File: config.mk
export PLATFORM = sky130hd
export DESIGN_NAME = dmem_arbiter
export DESIGN_NICKNAME = d
export VERILOG_FILES = /design/src/rtl/dmem_arbiter_pkg.sv /design/src/rtl/dmem_arb_starve.sv /design/src/rtl/dmem_arbiter.sv
export SDC_FILE = /design/constraint.sdc
export NUM_CORES = 1
export LEC_CHECK = 0
export CORE_AREA = 2 2 82 84
export DETAILED_ROUTE_END_ITERATION = 6
export DIE_AREA = 0 0 84 86
export HOLD_SLACK_MARGIN = 0.12
export PLACE_DENSITY = 0.7
export SLEW_MARGIN = 40
export SYNTH_ARGS = -nofsm -noshare
export SYNTH_HDL_FRONTEND = slang
export SYNTH_SLANG_ARGS = --single-unit
File: constraint.sdc
create_clock -name clk -period 1.95 [get_ports clk]
set_input_delay 0.2925 -clock clk [delete_from_list [all_inputs] [get_ports clk]]
set_output_delay 0.2925 -clock clk [all_outputs]
set_load 0.05 [all_outputs]
File: src/rtl/dmem_arbiter_pkg.sv
// Shared types and defaults for the data-memory arbiter.
// Width encodings are those already used by the memory stage.
package dmem_arbiter_pkg;

    localparam int DMEM_ADDR_W = 11;

    typedef enum logic [1:0] {
        MEM_BYTE = 2'd0,
        MEM_HALF = 2'd1,
        MEM_WORD = 2'd2
    } mem_width_e;

    typedef enum logic {
        ARB_WAIT  = 1'b0,
        ARB_FORCE = 1'b1
    } arb_state_e;

endpackage

File: src/rtl/dmem_arb_starve.sv
// EXT starvation guard: counts consecutive blocked EXT cycles and
// raises force_ext for one cycle once MAX_WAIT have gone by.
module dmem_arb_starve
    import dmem_arbiter_pkg::*;
#(
    parameter int unsigned MAX_WAIT = 8
) (
    input  logic clk,
    input  logic rst,
    input  logic ext_req_valid,
    input  logic cpu_busy,
    input  logic grant_ext,
    output logic force_ext
);

    localparam logic [7:0] LastWait = 8'(MAX_WAIT - 1);

    arb_state_e state_q, state_d;
    logic [7:0] wait_cnt_q, wait_cnt_d;
    logic       blocked;

    assign blocked = ext_req_valid && cpu_busy && !grant_ext;

    always_ff @(posedge clk or posedge rst) begin
        if (rst) begin
            state_q    <= ARB_WAIT;
            wait_cnt_q <= '0;
        end else begin
            state_q    <= state_d;
            wait_cnt_q <= wait_cnt_d;
        end
    end

    always_comb begin
        state_d    = state_q;
        wait_cnt_d = wait_cnt_q;
        force_ext  = 1'b0;
        unique case (state_q)
            ARB_WAIT: begin
                if (!ext_req_valid || grant_ext) begin
                    wait_cnt_d = '0;
                end else if (blocked) begin
                    if (wait_cnt_q != 8'hFF) begin
                        wait_cnt_d = wait_cnt_q + 8'd1;
                    end
                    if (wait_cnt_q >= LastWait) begin
                        state_d = ARB_FORCE;
                    end
                end
            end
            ARB_FORCE: begin
                // one-shot: grant happens only if EXT still holds valid
                force_ext  = 1'b1;
                wait_cnt_d = '0;
                state_d    = ARB_WAIT;
            end
            default: begin
                state_d    = ARB_WAIT;
                wait_cnt_d = '0;
            end
        endcase
    end

endmodule

File: src/rtl/dmem_arbiter.sv
// Single-port dmem arbiter: CPU has priority, EXT gets idle cycles.
// DMEM_ARB_STARVE_EN adds a bounded-wait forced EXT grant.
module dmem_arbiter
    import dmem_arbiter_pkg::*;
#(
    parameter int          ADDR_W   = DMEM_ADDR_W,
    parameter int unsigned MAX_WAIT = 8
) (
    input  logic              clk,
    input  logic              rst,
    input  logic              cpu_read,
    input  logic [3:0]        cpu_writeb,
    input  logic [ADDR_W-1:0] cpu_addr,
    input  logic [31:0]       cpu_wdata,
    output logic              cpu_stall,
    input  logic              ext_req_valid,
    output logic              ext_req_ready,
    input  logic              ext_req_write,
    input  logic [3:0]        ext_req_writeb,
    input  logic [ADDR_W-1:0] ext_req_addr,
    input  logic [31:0]       ext_req_wdata,
    output logic              ext_rsp_valid,
    output logic [31:0]       ext_rsp_rdata,
    output logic              dmem_read,
    output logic [3:0]        dmem_writeb,
    output logic [ADDR_W-1:0] dmem_addr,
    output logic [31:0]       dmem_wdata,
    input  logic [31:0]       dmem_rdata
);

    logic cpu_busy;
    logic grant_ext;
    logic force_ext;
    logic rsp_pend_q, rsp_pend_d;

    assign cpu_busy = cpu_read || (cpu_writeb != 4'b0);

`ifdef DMEM_ARB_STARVE_EN
    dmem_arb_starve #(
        .MAX_WAIT(MAX_WAIT)
    ) u_starve (
        .clk          (clk),
        .rst          (rst),
        .ext_req_valid(ext_req_valid),
        .cpu_busy     (cpu_busy),
        .grant_ext    (grant_ext),
        .force_ext    (force_ext)
    );
`else
    logic [7:0] unused_max_wait;
    assign unused_max_wait = 8'(MAX_WAIT);
    assign force_ext       = 1'b0;
`endif

    // reset blanks every grant so nothing reaches dmem mid-reset
    assign grant_ext     = !rst && ext_req_valid && (!cpu_busy || force_ext);
    assign ext_req_ready = grant_ext;
    assign cpu_stall     = grant_ext && cpu_busy;

    always_comb begin
        dmem_read   = 1'b0;
        dmem_writeb = 4'b0;
        dmem_addr   = '0;
        dmem_wdata  = '0;
        if (rst) begin
            dmem_read = 1'b0;
        end else if (grant_ext) begin
            dmem_read   = !ext_req_write;
            dmem_writeb = ext_req_write ? ext_req_writeb : 4'b0;
            dmem_addr   = ext_req_addr;
            dmem_wdata  = ext_req_wdata;
        end else begin
            dmem_read   = cpu_read;
            dmem_writeb = cpu_writeb;
            dmem_addr   = cpu_addr;
            dmem_wdata  = cpu_wdata;
        end
    end

    assign rsp_pend_d = grant_ext && !ext_req_write;

    always_ff @(posedge clk or posedge rst) begin
        if (rst) begin
            rsp_pend_q <= 1'b0;
        end else begin
            rsp_pend_q <= rsp_pend_d;
        end
    end

    assign ext_rsp_valid = rsp_pend_q;
    assign ext_rsp_rdata = rsp_pend_q ? dmem_rdata : 32'b0;

endmodule

==> metrics.txt <==
status finished, violations left; failing checks negative setup slack; final WL 8040 microns; via/cell ratio roughly 4.7; grt peak-use layer met2; critical path required time roughly 1700 ps; top cells by area, synth and2_1 (18%), nand3_1 (15%), nand2_1 (15%); antenna violations before repair 0; GPL Wtd Cong 0.793; DR vias between 2000 and 2500; drt drc 0; number of global-route vias before repair ~2400; Routed Antenna Nets 0; Seq pwr share under 10%; Critical Path AT around 1700 ps; Slew Limit Fails 0; Hold Crit Class in2async; placed cells approximately 500; DPL Wire Length 6230 microns; Post-Syn Instances 202; GRT met2 Usage about 44%; fraction of layout cells with a size suffix above 1 between 30% and 40%; post-synth top area share a little under a fifth; Distinct cells, synth 24; Max Cap Viol 0; Initial DRC Count 41; Hold Fails Final Rpt 0; die width roughly 84 microns; Place WS -375 ps; combinational power share a little over nine tenths; Post-Syn Area between 1000 and 1500 sq um; I/O pin total about 210; fin cells between 400 and 500; Initial Util 17.3%; Power Dens Cells just over 200 nW/um^2; largest net degree at the start of global routing 34; first-pass GRT wire length between 10000 and 15000 microns; Clock power frac 0%; commonest non-fill, non-tap cell in the layout clkdlybuf4s50_1; leakage 1.70 nW; CP Class in2out; Cell Rows 29; largest area contributor in the netlist and2_1; CTS clk-pin slew, worst paths 0 ps; WL/cell 16.3 microns; switch share 47.0%; commonest cells after routing, fill and taps aside clkdlybuf4s50_1 (123), buf_12 (56), nand2_1 (43), buf_4 (43), nand3_1 (33); Yosys warnings 0; RSZ-0062 raised after global routing true; Final Setup Violations 1; minimum clock period just under 2000 ps; fin crit share 100%; Setup crit start kind primary input; TritonRoute pass-1 iters 4; met1 GRT Util a little under a quarter; max reg flops 1; Psw around 0.4 mW; Total GRT Usage 21.0%; port bufs 212; Internal roughly 0.46 mW; Net Count, Synth roughly 330; kind of end point of the critical path primary output; Seq/Total Area, Yosys 2.31%; Max FO, Critical Path 5; Synth Register Bits 1; total grt overflow 0; Nets 550; Die Ht approximately 86 microns; f_max about 500 MHz; die area 7220 sq um; synth-to-layout area growth 290%; syn avg cell area around 5.4 sq um; # diodes 0; Core Region approximately 6300 sq um; Hold-fix buffers, CTS 0; maximum VDD drop about 0.13 mV; Final WS setup -1.93 ps; met3 GRT Util between 2 and 3%
[final cells by class]
type	count	area, sq um
Tap cell	77	96.3
Sequential cell	1	25.0
Multi-Input combinational cell	174	1200
Timing Repair Buffer	238	2870
Fill cell	497	2060
Inverter	4	25.0
[worst max-delay path, cell delays in order]
cell      delay [ps]
buf_6             90
or4_4            570
buf_8            180
o311ai_4         250
o21ai_4          110
buf_12           160
[kinds of logic (layout without fill, tap and decap cells)]
| family | Yosys count | count (layout) | share of synthesized area [%] |
|---|---|---|---|
| simple gates | 115 | 115 | 54.3 |
| compound gates | 58 | 58 | 32.0 |
| other cells | 1 | 1 | 0.346 |
| flops | 1 | 1 | 2.31 |
| buf+inv | 27 | 242 | 11.1 |
[routing by layer]
metal / wire (microns) / vias to the layer above / part of all wire, %
met2: 4530 / 131 / 56
met3: 546 / 4 / 6.8
li1: - / 1142 / -
met5: 0 / - / 0
met1: 2920 / 1048 / 36
met4: 46 / 0 / 0.57
[synth_stat cells (all sizes together)]
cell / n
a21oi: 1
nand4: 1
o21ai: 43
a22o: 1
nor4: 1
buf: 7
a32o: 3
nor3b: 1
and2: 32
clkbuf: 16
inv: 4
nand2: 44
conb: 1
nand3: 33
or4: 1
dfrtp: 1
o311ai: 10
nor2: 2
[per-stage QoR]
step / power (mW) / setup TNS, ps / util (%) / hold slack [ps] / cell area (sq um)
after global routing: 0.899 / -107 / 67.3 / 723 / 4220
after detailed placement: 0.794 / -13970 / 62.0 / 884 / 3890
after floorplan: 0.332 / -3230 / - / 359 / 1140
after global placement: 0.786 / -13480 / 62.0 / 874 / 3890
after CTS: 0.840 / -23.1 / 65.7 / 691 / 4130
final: 0.860 / -1.93 / 67.3 / 698 / 4220
[power by group through the flow]
stage               combinational [mW]  clock [mW]  sequential, mW
CTS                              0.819           0          0.0212
global placement                 0.765           0          0.0212
global route                     0.878           0          0.0212
floorplan                        0.311           0          0.0215
detailed placement               0.773           0          0.0212
finish                           0.838           0          0.0212
[what timing repair did]
item	in CTS	in global routing
cloned	3	0
pin swaps	8	3
gates resized for setup	56	15
buffers inserted	1	0
endpoints found under the setup margin	49	25
[worst max path at each step]
stage | startpoint | endpoint | slack, ps | cells past startpoint
6_report | cpu_writeb[1] | dmem_wdata[11] | -2 | 6
2_1_floorplan | ext_req_valid | dmem_addr[0] | -190 | 5
4_1_cts | cpu_writeb[2] | dmem_addr[8] | -20 | 6
5_1_grt | cpu_writeb[1] | dmem_wdata[20] | -40 | 6
3_3_place_gp | cpu_writeb[2] | dmem_wdata[11] | -350 | 6
3_5_place_dp | cpu_read | dmem_addr[8] | -380 | 6
(Power assumes the default switching activity.)
